## src/rtl/button_pkg.sv

```systemverilog
// Shared types and default timing constants for the button debouncer.
// Channel state encoding is fixed so traces stay comparable to older captures.
package button_pkg;

  typedef logic [1:0] chan_state_t;

  localparam chan_state_t UP        = 2'd0;
  localparam chan_state_t WAIT_DOWN = 2'd1;
  localparam chan_state_t DOWN      = 2'd2;
  localparam chan_state_t WAIT_UP   = 2'd3;

  // Defaults assume a 12 MHz system clock: 10 ms debounce, 1 s long-press.
  localparam int unsigned DEBOUNCE_CYCLES_DEF = 120000;
  localparam int unsigned LONG_CYCLES_DEF     = 12000000;

endpackage

```

## src/rtl/button_debounce_if.sv

```systemverilog
// Button bundle: raw levels in, debounced level and event pulses out.
// The debouncer takes the slave side; the board/bench side takes master.
interface button_debounce_if #(
  parameter int N_BTN = 4
);

  logic [N_BTN-1:0] BTN;
  logic [N_BTN-1:0] BTN_LEVEL;
  logic [N_BTN-1:0] BTN_PRESS;
  logic [N_BTN-1:0] BTN_RELEASE;
  logic [N_BTN-1:0] BTN_LONG;

  modport master (
    output BTN,
    input  BTN_LEVEL,
    input  BTN_PRESS,
    input  BTN_RELEASE,
    input  BTN_LONG
  );

  modport slave (
    input  BTN,
    output BTN_LEVEL,
    output BTN_PRESS,
    output BTN_RELEASE,
    output BTN_LONG
  );

endinterface

```

## src/rtl/button_debounce_chan.sv

```systemverilog
// One debounce channel: 2-flop synchronizer, 4-state FSM, debounce counter,
// registered outputs. Long-press hold counter only with BUTTON_DEBOUNCE_LONGPRESS_EN.
module button_debounce_chan
  import button_pkg::*;
#(
  parameter int unsigned DEBOUNCE_CYCLES = DEBOUNCE_CYCLES_DEF
`ifdef BUTTON_DEBOUNCE_LONGPRESS_EN
  , parameter int unsigned LONG_CYCLES = LONG_CYCLES_DEF
`endif
) (
  input  logic CLK,
  input  logic RST,
  input  logic btn_raw,
  output logic level,
  output logic press,
  output logic release_pulse,
  output logic long_pulse
);

  localparam int unsigned CNT_W = $clog2(DEBOUNCE_CYCLES);
  localparam logic [CNT_W-1:0] CNT_LAST = CNT_W'(DEBOUNCE_CYCLES - 1);

  logic             sync1;
  logic             sync2;
  chan_state_t      state;
  chan_state_t      state_nxt;
  logic [CNT_W-1:0] cnt;
  logic [CNT_W-1:0] cnt_nxt;
  logic             level_q;
  logic             press_q;
  logic             release_q;

  // The counter stops at CNT_LAST because reaching it always leaves the wait state.
  always_comb begin
    // NOTE: defaults first so every path assigns every output; no latch can form.
    state_nxt = state;
    cnt_nxt   = cnt;
    case (state)
      UP: begin
        if (sync2) begin
          state_nxt = WAIT_DOWN;
          cnt_nxt   = '0;
        end
      end
      WAIT_DOWN: begin
        if (!sync2)                state_nxt = UP;
        else if (cnt == CNT_LAST)  state_nxt = DOWN;
        else                       cnt_nxt   = cnt + 1'b1;
      end
      DOWN: begin
        if (!sync2) begin
          state_nxt = WAIT_UP;
          cnt_nxt   = '0;
        end
      end
      WAIT_UP: begin
        if (sync2)                 state_nxt = DOWN;
        else if (cnt == CNT_LAST)  state_nxt = UP;
        else                       cnt_nxt   = cnt + 1'b1;
      end
      default: state_nxt = UP;
    endcase
  end

  always_ff @(posedge CLK) begin
    if (RST) begin
      sync1     <= 1'b0;
      sync2     <= 1'b0;
      state     <= UP;
      cnt       <= '0;
      level_q   <= 1'b0;
      press_q   <= 1'b0;
      release_q <= 1'b0;
    end else begin
      // NOTE: non-blocking so every flop samples the pre-edge value of its source.
      sync1     <= btn_raw;
      sync2     <= sync1;
      state     <= state_nxt;
      cnt       <= cnt_nxt;
      level_q   <= (state_nxt == DOWN) || (state_nxt == WAIT_UP);
      press_q   <= (state == WAIT_DOWN) && (state_nxt == DOWN);
      release_q <= (state == WAIT_UP) && (state_nxt == UP);
    end
  end

  assign level         = level_q;
  assign press         = press_q;
  assign release_pulse = release_q;

`ifdef BUTTON_DEBOUNCE_LONGPRESS_EN
  localparam int unsigned HOLD_W = $clog2(LONG_CYCLES);
  localparam logic [HOLD_W-1:0] HOLD_LAST = HOLD_W'(LONG_CYCLES - 1);

  logic [HOLD_W-1:0] hold_cnt;
  logic              long_done;
  logic              long_q;

  // Hold time accrues only in DOWN; WAIT_UP pauses it, and only a fresh press restarts it.
  always_ff @(posedge CLK) begin
    if (RST) begin
      hold_cnt  <= '0;
      long_done <= 1'b0;
      long_q    <= 1'b0;
    end else begin
      long_q <= 1'b0;
      if ((state == WAIT_DOWN) && (state_nxt == DOWN)) begin
        hold_cnt  <= '0;
        long_done <= 1'b0;
      end else if (state == DOWN) begin
        if (hold_cnt != HOLD_LAST) begin
          hold_cnt <= hold_cnt + 1'b1;
        end else if (!long_done) begin
          long_q    <= 1'b1;
          long_done <= 1'b1;
        end
      end
    end
  end

  assign long_pulse = long_q;
`else
  assign long_pulse = 1'b0;
`endif

endmodule

```

## src/rtl/button_debounce.sv

```systemverilog
// Multi-channel button debouncer: N_BTN independent channels behind one interface.
// Define BUTTON_DEBOUNCE_LONGPRESS_EN to enable the per-channel long-press pulse.
module button_debounce
  import button_pkg::*;
#(
  parameter int unsigned N_BTN           = 4,
  parameter int unsigned DEBOUNCE_CYCLES = DEBOUNCE_CYCLES_DEF,
  parameter int unsigned LONG_CYCLES     = LONG_CYCLES_DEF
) (
  input  logic               CLK,
  input  logic               RST,
  button_debounce_if.slave   btn_if
);

  // Reject illegal timing at elaboration rather than build a broken counter.
  if ((DEBOUNCE_CYCLES < 2) || (DEBOUNCE_CYCLES > 32'h00FF_FFFF)) begin : g_bad_debounce
    $error("button_debounce: DEBOUNCE_CYCLES out of range 2..2^24-1");
  end
  if (LONG_CYCLES < 2) begin : g_bad_long
    $error("button_debounce: LONG_CYCLES must be at least 2");
  end

  logic [N_BTN-1:0] level_w;
  logic [N_BTN-1:0] press_w;
  logic [N_BTN-1:0] release_w;
  logic [N_BTN-1:0] long_w;

  for (genvar i = 0; i < N_BTN; i++) begin : g_chan
    button_debounce_chan #(
      .DEBOUNCE_CYCLES (DEBOUNCE_CYCLES)
`ifdef BUTTON_DEBOUNCE_LONGPRESS_EN
      , .LONG_CYCLES   (LONG_CYCLES)
`endif
    ) u_chan (
      .CLK           (CLK),
      .RST           (RST),
      .btn_raw       (btn_if.BTN[i]),
      .level         (level_w[i]),
      .press         (press_w[i]),
      .release_pulse (release_w[i]),
      .long_pulse    (long_w[i])
    );
  end

  assign btn_if.BTN_LEVEL   = level_w;
  assign btn_if.BTN_PRESS   = press_w;
  assign btn_if.BTN_RELEASE = release_w;
  assign btn_if.BTN_LONG    = long_w;

endmodule

```

## src/flat_wrapper.sv

```systemverilog
// flat-port wrapper written by rule: the top's interface ports become plain ports
module button_debounce_flat import button_pkg::*;
#(
  parameter int unsigned N_BTN           = 4,
  parameter int unsigned DEBOUNCE_CYCLES = DEBOUNCE_CYCLES_DEF,
  parameter int unsigned LONG_CYCLES     = LONG_CYCLES_DEF
)
  (CLK, RST, btn_if_BTN, btn_if_BTN_LEVEL, btn_if_BTN_PRESS, btn_if_BTN_RELEASE, btn_if_BTN_LONG);
  button_debounce_if #(.N_BTN(N_BTN)) btn_if_i ();
  input  logic CLK;
  input  logic RST;
  input wire logic [$bits(btn_if_i.BTN)-1:0] btn_if_BTN;
  output wire logic [$bits(btn_if_i.BTN_LEVEL)-1:0] btn_if_BTN_LEVEL;
  output wire logic [$bits(btn_if_i.BTN_PRESS)-1:0] btn_if_BTN_PRESS;
  output wire logic [$bits(btn_if_i.BTN_RELEASE)-1:0] btn_if_BTN_RELEASE;
  output wire logic [$bits(btn_if_i.BTN_LONG)-1:0] btn_if_BTN_LONG;
  assign btn_if_i.BTN = btn_if_BTN;
  assign btn_if_BTN_LEVEL = btn_if_i.BTN_LEVEL;
  assign btn_if_BTN_PRESS = btn_if_i.BTN_PRESS;
  assign btn_if_BTN_RELEASE = btn_if_i.BTN_RELEASE;
  assign btn_if_BTN_LONG = btn_if_i.BTN_LONG;
  button_debounce #(.N_BTN(N_BTN), .DEBOUNCE_CYCLES(DEBOUNCE_CYCLES), .LONG_CYCLES(LONG_CYCLES)) u_core (.CLK(CLK), .RST(RST), .btn_if(btn_if_i));
endmodule
```

## config.mk

```make
export PLATFORM = sky130hd
export DESIGN_NAME = button_debounce_flat
export DESIGN_NICKNAME = d
export VERILOG_FILES = /design/src/rtl/button_pkg.sv /design/src/rtl/button_debounce_if.sv /design/src/rtl/button_debounce_chan.sv /design/src/rtl/button_debounce.sv /design/src/flat_wrapper.sv
export SDC_FILE = /design/constraint.sdc
export NUM_CORES = 1
export LEC_CHECK = 0
export ABC_AREA = 1
export CAP_MARGIN = 20
export CORE_UTILIZATION = 50
export CTS_BUF_LIST = sky130_fd_sc_hd__clkbuf_8
export DETAILED_ROUTE_END_ITERATION = 7
export DONT_BUFFER_PORTS = 1
export PLACE_DENSITY_LB_ADDON = 0.3
export SLEW_MARGIN = 20
export SYNTH_ARGS = -nofsm -noshare
export SYNTH_HDL_FRONTEND = slang
export SYNTH_SLANG_ARGS = --single-unit
```

## constraint.sdc

```tcl
create_clock -name CLK -period 3.3 [get_ports CLK]
set_input_delay 0.66 -clock CLK [delete_from_list [all_inputs] [get_ports CLK]]
set_output_delay 0.66 -clock CLK [all_outputs]
set_load 0.05 [all_outputs]
```

==> flow_metrics.py, run 1 <==
metrics = {
    "synthesis": {
        "synthTopCellsByArea": "dfxtp_1, nand2_1, nor2_1",
        "synthCells": 781,
        "synth_compound_area_share_pct": 6.98,
        "synthFlopType": "dfxtp_1",
        "ys_warn_count": 0,
        "synth_adder_area_share_pct": 0.987,
        "synth_edf_count": 0,
        "yosysTopAreaCellShare_pct": 37.9,
        "ys_seq_area_share_pct": 37.9,
        "syn_avg_cell_area_um2": 6.49,
        "synth_top_family_by_area": "simple AND/OR/NAND/NOR gates",
        "synth-xor-area-share_pct": 2.59,
        "synthSimpleGateAreaFrac_pct": 39.3,
        "async_flop_share_pct": 0,
        "synth.cell_area_um2": 5070,
        "ys_seq_elements": 96,
        "synth_cell_types": 33,
        "synth_mux_area_share_pct": 0,
        "synth_top_cell_by_area": "dfxtp_1",
    },
    "timing": {
        "rsz0062_at_grt": "false",
        "fin_setup_tns_ns": 0,
        "max_freq_mhz": 474,
        "finalSetupViolCount": 0,
        "timing.slew.headroom_pct": 61.7,
        "tightestPinTransition_ns": 0.574,
        "hold_violations": 0,
        "finClkSkew_ns": 0.0107,
        "slew_viol_final": 0,
        "min_period_ns": 2.11,
        "period_share_pct": 63.9,
    },
    "setup_path": {
        "r2r_cells": 9,
        "worst-path-max-fanout": 18,
        "critPathLaunchType": "flip-flop",
        "worst-endpoint-arrival_ns": 2.41,
        "critical_path_required_ns": 3.61,
        "reg2reg_slack_ns": 1.19,
        "endpoint": "u_core.g_chan[0].u_chan.cnt[2]",
        "worstSetupStartpoint": "u_core.g_chan[0].u_chan.cnt[0]",
        "critPathKind": "flip-flop to flip-flop",
        "reg2reg_to": "u_core.g_chan[0].u_chan.cnt[2]",
        "crit_path_end_kind": "flip-flop",
        "regToRegStartpoint": "u_core.g_chan[0].u_chan.cnt[0]",
    },
    "clock_tree": {
        "cts_buffers": 9,
        "cts_resized": 0,
        "clk_transition_reported_paths_ns": 0.09,
        "cts_root_buf": "clkbuf_8",
        "cts_tree": "done",
        "htree_levels": 3,
        "insertion_delay_ns": 0.36,
        "cts_setup_buffers": 0,
        "cts.sinks": 96,
        "cts_hold_repair.buffers": 0,
        "clock_path_buffers": 2,
    },
    "place": {
        "port_buffers": 0,
        "finalWeightedCongestion": 0.964,
        "hpwl_mm": 7.68,
        "placed_cell_area_um2": 5030,
    },
    "cells_and_area": {
        "layout_common_cells": "nand2_1, nor2_1, inv_1, dfxtp_1, nand3_1",
        "final_area_um2": 5270,
        "final_common_cell": "nand2_1",
        "antenna_cells": 0,
        "seqCellArea_um2": 1920,
        "multi_input_area_um2": 2540,
        "area_delta_synth_final_pct": 3.87,
        "final_nets": 774,
        "fillers": 1004,
        "drive_above_1_share_pct": 4.82,
    },
    "power": {
        "power.density_nw_per_um2": 411,
        "power.leakage_uw": 0.00198,
        "ir_drop_uv": 263,
    },
    "floorplanning": {
        "core-area_um2": 9820,
        "die_x_um": 103,
        "die_y_um": 103,
        "row_count": 36,
        "die_area_um2": 10600,
        "io_pins": 22,
        "initial_utilization_pct": 51.7,
    },
    "route": {
        "drt_iter0_markers": 190,
        "wl_per_cell_um": 11.8,
        "drc_errors": 0,
        "vias": 4695,
        "viasPerCell": 5.21,
        "drt_pass1_iterations": 5,
        "antenna_left": 0,
        "drt-total-wl_mm": 10.6,
    },
    "global_route": {
        "grt_overflow_total": 0,
        "grt_usage_pct": 21.3,
        "grt_use_met2_pct": 36.2,
        "grt_use_met3_pct": 4.68,
        "grt_use_met1_pct": 26.3,
        "grt_max_degree": 34,
        "grt_pass1_vias": 4195,
        "top_usage_layer": "met2",
        "grt_antenna_before_repair": 0,
        "grt_pass1_wl_mm": 18.0,
    },
    "run_status": {
        "run_status": "completed",
    },
    "worst_hold_path": {
        "hold_class": "input pin to flip-flop",
    },
    "job": {
        "cap_violations": 0,
    },
}
## routing by layer
metal	part of all wire [%]	routed length, µm	vias up
li1	-	-	2409
met1	46	4830	2159
met2	48	5040	109
met3	5.3	559	18
met4	1.5	155	0
met5	0	0	-
## cells by family (layout without fill, tap and decap cells)
group,Yosys count,after routing
AND/OR/NAND/NOR,467,467
buffers and inverters,136,120
flip-flops,96,96
AO/OA/AOI/OAI,65,65
XOR/XNOR,12,12
adder cells (fa/ha/maj),4,4
other,1,4
## worst min-delay path by stage
stage	start	cells after the start	endpoint
after floorplan	u_core.g_chan[0].u_chan.sync1	2	u_core.g_chan[0].u_chan.sync2
after global placement	u_core.g_chan[1].u_chan.sync1	2	u_core.g_chan[1].u_chan.sync2
after detailed placement	u_core.g_chan[2].u_chan.sync1	2	u_core.g_chan[2].u_chan.sync2
after CTS	RST	1	u_core.g_chan[1].u_chan.cnt[8]
after global routing	RST	1	u_core.g_chan[3].u_chan.cnt[10]
final	RST	1	u_core.g_chan[1].u_chan.cnt[8]
## flip-flops by register name, indices dropped and copies added, names as in the netlist
| register | count |
|---|---|
| u_core.g_chan.u_chan.state | 8 |
| u_core.g_chan.u_chan.level | 4 |
| u_core.g_chan.u_chan.sync1 | 4 |
| u_core.g_chan.u_chan.release_pulse | 4 |
| u_core.g_chan.u_chan.press | 4 |
| u_core.g_chan.u_chan.sync2 | 4 |
| u_core.g_chan.u_chan.cnt | 68 |
## worst max-delay path: stages, from the launching register on
cell and delay [ns]:
dfxtp_1 0.39, ha_1 0.21, nand3_1 0.14, nor2_1 0.13, nand3_1 0.33, nand2_2 0.39, inv_1 0.20, nand3_1 0.11
nand2_1 0.05, nor2_1 0.10
## final cells by class
| class | count | share of cell area (%) |
|---|---|---|
| clock inverter | 5 | 1.99 |
| clock buffer | 10 | 2.61 |
| inverter | 105 | 7.48 |
| multi-input combinational | 552 | 48.3 |
| sequential | 96 | 36.5 |
| tap | 133 | 3.16 |
## stage by stage
step / total power, µW / util [%] / hold slack [ns] / worst slack (ns) / std cells
4_1_cts: 2190 / 53.7 / 0.337 / 1.24 / 901
3_3_place_gp: 1270 / 51.2 / 0.391 / 1.33 / 886
3_5_place_dp: 1270 / 51.2 / 0.398 / 1.26 / 886
6_report: 2170 / 53.7 / 0.352 / 1.19 / 901
5_1_grt: 2240 / 53.7 / 0.343 / 0.905 / 901
2_1_floorplan: 1270 / - / 0.388 / 1.78 / 784
## Yosys cell counts, types with 4 or more instances
| cell type | number |
|---|---|
| nand4_1 | 22 |
| clkbuf_1 | 5 |
| buf_4 | 20 |
| a21oi_1 | 34 |
| nor2_1 | 148 |
| o21ai_0 | 23 |
| ha_1 | 4 |
| nor3_1 | 25 |
| nand2_2 | 5 |
| inv_2 | 6 |
| dfxtp_1 | 96 |
| nand2_1 | 182 |
| buf_6 | 4 |
| inv_1 | 99 |
| nand3_1 | 72 |
| xor2_1 | 10 |
## power by group
group	total [µW]	internal [µW]	switching, µW
Combinational	69.2	13.0	56.1
Clock	925	520	405
Sequential	1170	1170	7.66
Total	2170	1700	469
(Power assumes the default switching activity.)
==> run 2: changes to the inputs <==
--- a/config.mk
+++ b/config.mk
@@ -5,7 +5,7 @@
 export SDC_FILE = /design/constraint.sdc
 export NUM_CORES = 1
 export LEC_CHECK = 0
-export ABC_AREA = 1
+export ABC_AREA = 0
 export CAP_MARGIN = 20
 export CORE_UTILIZATION = 50
 export CTS_BUF_LIST = sky130_fd_sc_hd__clkbuf_8
==> constraint.sdc (replaced) <==
create_clock -name CLK -period 2.05 [get_ports CLK]
set_input_delay 0.41 -clock CLK [delete_from_list [all_inputs] [get_ports CLK]]
set_output_delay 0.41 -clock CLK [all_outputs]
set_load 0.05 [all_outputs]
==> run 2 against run 1 <==
  * Flip-flop and latch count stayed put
  * Register-to-register slack worse by 1.0 ns
  * Fmax is 11% higher
  * Synthesized area is 13% lower
  * Combinational power is 42% higher
  * Synthesized cell count is 35% lower
  * Non-clock buffer count is 9 higher
  * Global-route usage is 1.5 points lower
  * Critical path depth is 3 lower
  * Critical path type unchanged
  * Largest cell class unchanged
  * Largest power group unchanged
==> flow_metrics.py, run 2 <==
metrics = {
    "setup_path": {
        "slowest_stage": "or4_1",
        "critPathKind": "flip-flop to flip-flop",
        "critPathLaunchType": "flip-flop",
        "regToRegStartpoint": "u_core.g_chan[3].u_chan.cnt[0]",
        "worst-endpoint-arrival_ns": 2.20,
        "critical_path_required_ns": 2.34,
        "crit_path_end_kind": "flip-flop",
        "crit_chain": "ha_1, nand3_1, nor4_1, a211o_2, or4_1, a21oi_1",
        "worst-path-max-fanout": 9,
        "cp_slowest_stage_delay_ns": 0.51,
        "worstSetupStartpoint": "u_core.g_chan[3].u_chan.cnt[0]",
    },
    "worst_hold_path": {
        "worstHoldStart": "RST",
        "hold_class": "input pin to flip-flop",
    },
    "timing": {
        "period_share_pct": 93.0,
        "fin_hold_ws_ns": 0.121,
        "timing.slew.headroom_pct": 48.1,
        "hold_violations": 0,
        "rsz0062_at_grt": "false",
        "tightestPinTransition_ns": 0.772,
        "min_period_ns": 1.91,
        "fin_setup_tns_ns": 0,
        "slew_viol_final": 0,
        "finClkSkew_ns": 0.0109,
        "finalSetupViolCount": 0,
        "max_freq_mhz": 524,
    },
    "global_route": {
        "grt_usage_pct": 19.8,
        "grt_antenna_before_repair": 0,
        "grt_pass1_vias": 3202,
        "grt_overflow_total": 0,
        "grt_max_degree": 58,
        "grt_pass1_wl_mm": 14.5,
    },
    "place": {
        "hpwl_mm": 5.65,
        "port_buffers": 0,
        "dp.cells": 593,
        "finalWeightedCongestion": 0.885,
    },
    "synthesis": {
        "synthCells": 508,
        "async_flop_share_pct": 0,
        "synth.cell_area_um2": 4430,
        "synth_top_cell_by_area": "dfxtp_1",
        "syn_avg_cell_area_um2": 8.72,
        "synthTopCellsByArea": "dfxtp_1, xor2_1, nor2_1",
        "synth_commonest_cells": "dfxtp_1, nor2_1, nand2_1",
        "synthFlopType": "dfxtp_1",
        "synth_cell_types": 61,
        "ys_seq_elements": 96,
        "synth.most_common_cell": "dfxtp_1",
        "yosysTopAreaCellShare_pct": 43.4,
        "ys_seq_area_share_pct": 43.4,
        "synth_edf_count": 0,
        "ys_warn_count": 0,
    },
    "route": {
        "drt_iter0_markers": 164,
        "antenna_left": 0,
        "vias": 3569,
        "drt_pass1_iterations": 4,
        "wl_per_cell_um": 14.1,
        "viasPerCell": 5.86,
        "drt-total-wl_mm": 8.59,
        "drc_errors": 0,
    },
    "cells_and_area": {
        "seqCellArea_um2": 1920,
        "finalNonFillerCells": 609,
        "reg_top3": "u_core.g_chan.u_chan.cnt: 68 flops, u_core.g_chan.u_chan.state: 8 flops",
        "multi_input_area_um2": 2300,
        "regMostFlops": "u_core.g_chan.u_chan.cnt",
        "layout_common_cells": "dfxtp_1, nor2_1, nand2_1, nand3_1, xor2_1",
        "area_delta_synth_final_pct": 5.23,
        "drive_above_1_share_pct": 9.13,
        "largest_reg_flops": 68,
        "fillers": 775,
        "final_util_pct": 55.6,
        "antenna_cells": 0,
        "final_common_cell": "dfxtp_1",
        "final_nets": 509,
    },
    "clock_tree": {
        "cts.sinks": 96,
        "cts_setup_buffers": 0,
        "cts_hold_repair.buffers": 0,
        "clock_path_buffers": 2,
        "insertion_delay_ns": 0.36,
        "cts_resized": 0,
        "htree_levels": 3,
        "cts_buffers": 9,
        "cts_root_buf": "clkbuf_8",
        "clk_transition_reported_paths_ns": 0.09,
        "cts_tree": "done",
    },
    "power": {
        "power_frac_seq_pct": 58.6,
        "power.leakage_uw": 0.00160,
        "ir_drop_uv": 465,
        "power.density_nw_per_um2": 690,
        "p_int_uw": 2470,
        "power_uw": 3210,
        "p_comb_share_pct": 3.1,
        "pwr-share-clk_pct": 38.3,
        "p_sw_uw": 746,
        "sw_frac_of_total_pct": 23.2,
    },
    "floorplanning": {
        "initial_utilization_pct": 52.8,
        "die_area_um2": 9240,
        "row_count": 33,
        "core-area_um2": 8380,
        "io_pins": 22,
        "die_y_um": 96.1,
        "die_x_um": 96.1,
    },
    "run_status": {
        "run_status": "completed",
    },
    "job": {
        "cap_violations": 0,
    },
}
run 2: cell count changes after synthesis, sizes merged, moves of 10 or more:
| cell | change |
|---|---|
| a21oi | -12 |
| inv | -93 |
| nand2 | -147 |
| nand3 | -36 |
| nor2 | -93 |
| nor2b | +10 |
| nor3 | -11 |
| xnor2 | +12 |
| xor2 | +15 |
run 2: layout make-up:
class                           instances  share of cell area (%)
Clock inverter                          7                    1.50
Inverter                               12                   0.966
Multi-Input combinational cell        371                    49.4
Sequential cell                        96                    41.2
Tap cell                              105                    2.82
Clock buffer                            9                    2.66
Timing Repair Buffer                    9                    1.45
run 2: layer usage:
layer / vias up / wire, µm / global-route usage [%]
li1: 1792 / - / -
met1: 1697 / 4110 / 25.6
met2: 75 / 4050 / 32.1
met3: 5 / 357 / 5.13
met4: 0 / 72 / 6.22
met5: - / 0 / 0
run 2: worst paths after layout:
kind,endpoint,depth (start not counted),slack (ns)
max,u_core.g_chan[3].u_chan.cnt[7],6,0.14
min,u_core.g_chan[3].u_chan.level,1,0.12
max reg2reg,u_core.g_chan[3].u_chan.cnt[7],6,0.14
min reg2reg,u_core.g_chan[3].u_chan.sync2,1,0.44
run 2: power groups by stage:
stage,Clock (µW),Combinational (µW),Sequential (µW)
after floorplan,0,97.7,1920
after global placement,0,95.3,1930
after detailed placement,0,96.7,1930
after CTS,1260,97.6,1890
after global routing,1340,108,1890
final,1230,98.2,1890
run 2: stage by stage:
step,cell area (µm²),worst slack (ns)
after detailed placement,4460,0.171
after global routing,4660,0.0264
after floorplan,4440,0.181
final,4660,0.143
after global placement,4460,0.234
after CTS,4650,0.134
run 2: kinds of logic after synthesis:
kind of cell / share of synthesized area, %
AOI/OAI and AO/OA: 11.7
xor gates and xnor gates: 7.88
adders and majority gates: 1.13
buffers and inverters: 5.14
DFF: 43.4
muxes: 0.932
other: 0.0847
and+or+nand+nor: 29.7
run 2: worst max-delay path: cells and delay by family (launching register included):
| family | cells | cell delay [ns] |
|---|---|---|
| AND/OR/NAND/NOR | 3 | 0.69 |
| AO/OA/AOI/OAI | 2 | 0.57 |
| adder cells (fa/ha/maj) | 1 | 0.24 |
| flip-flops | 1 | 0.35 |
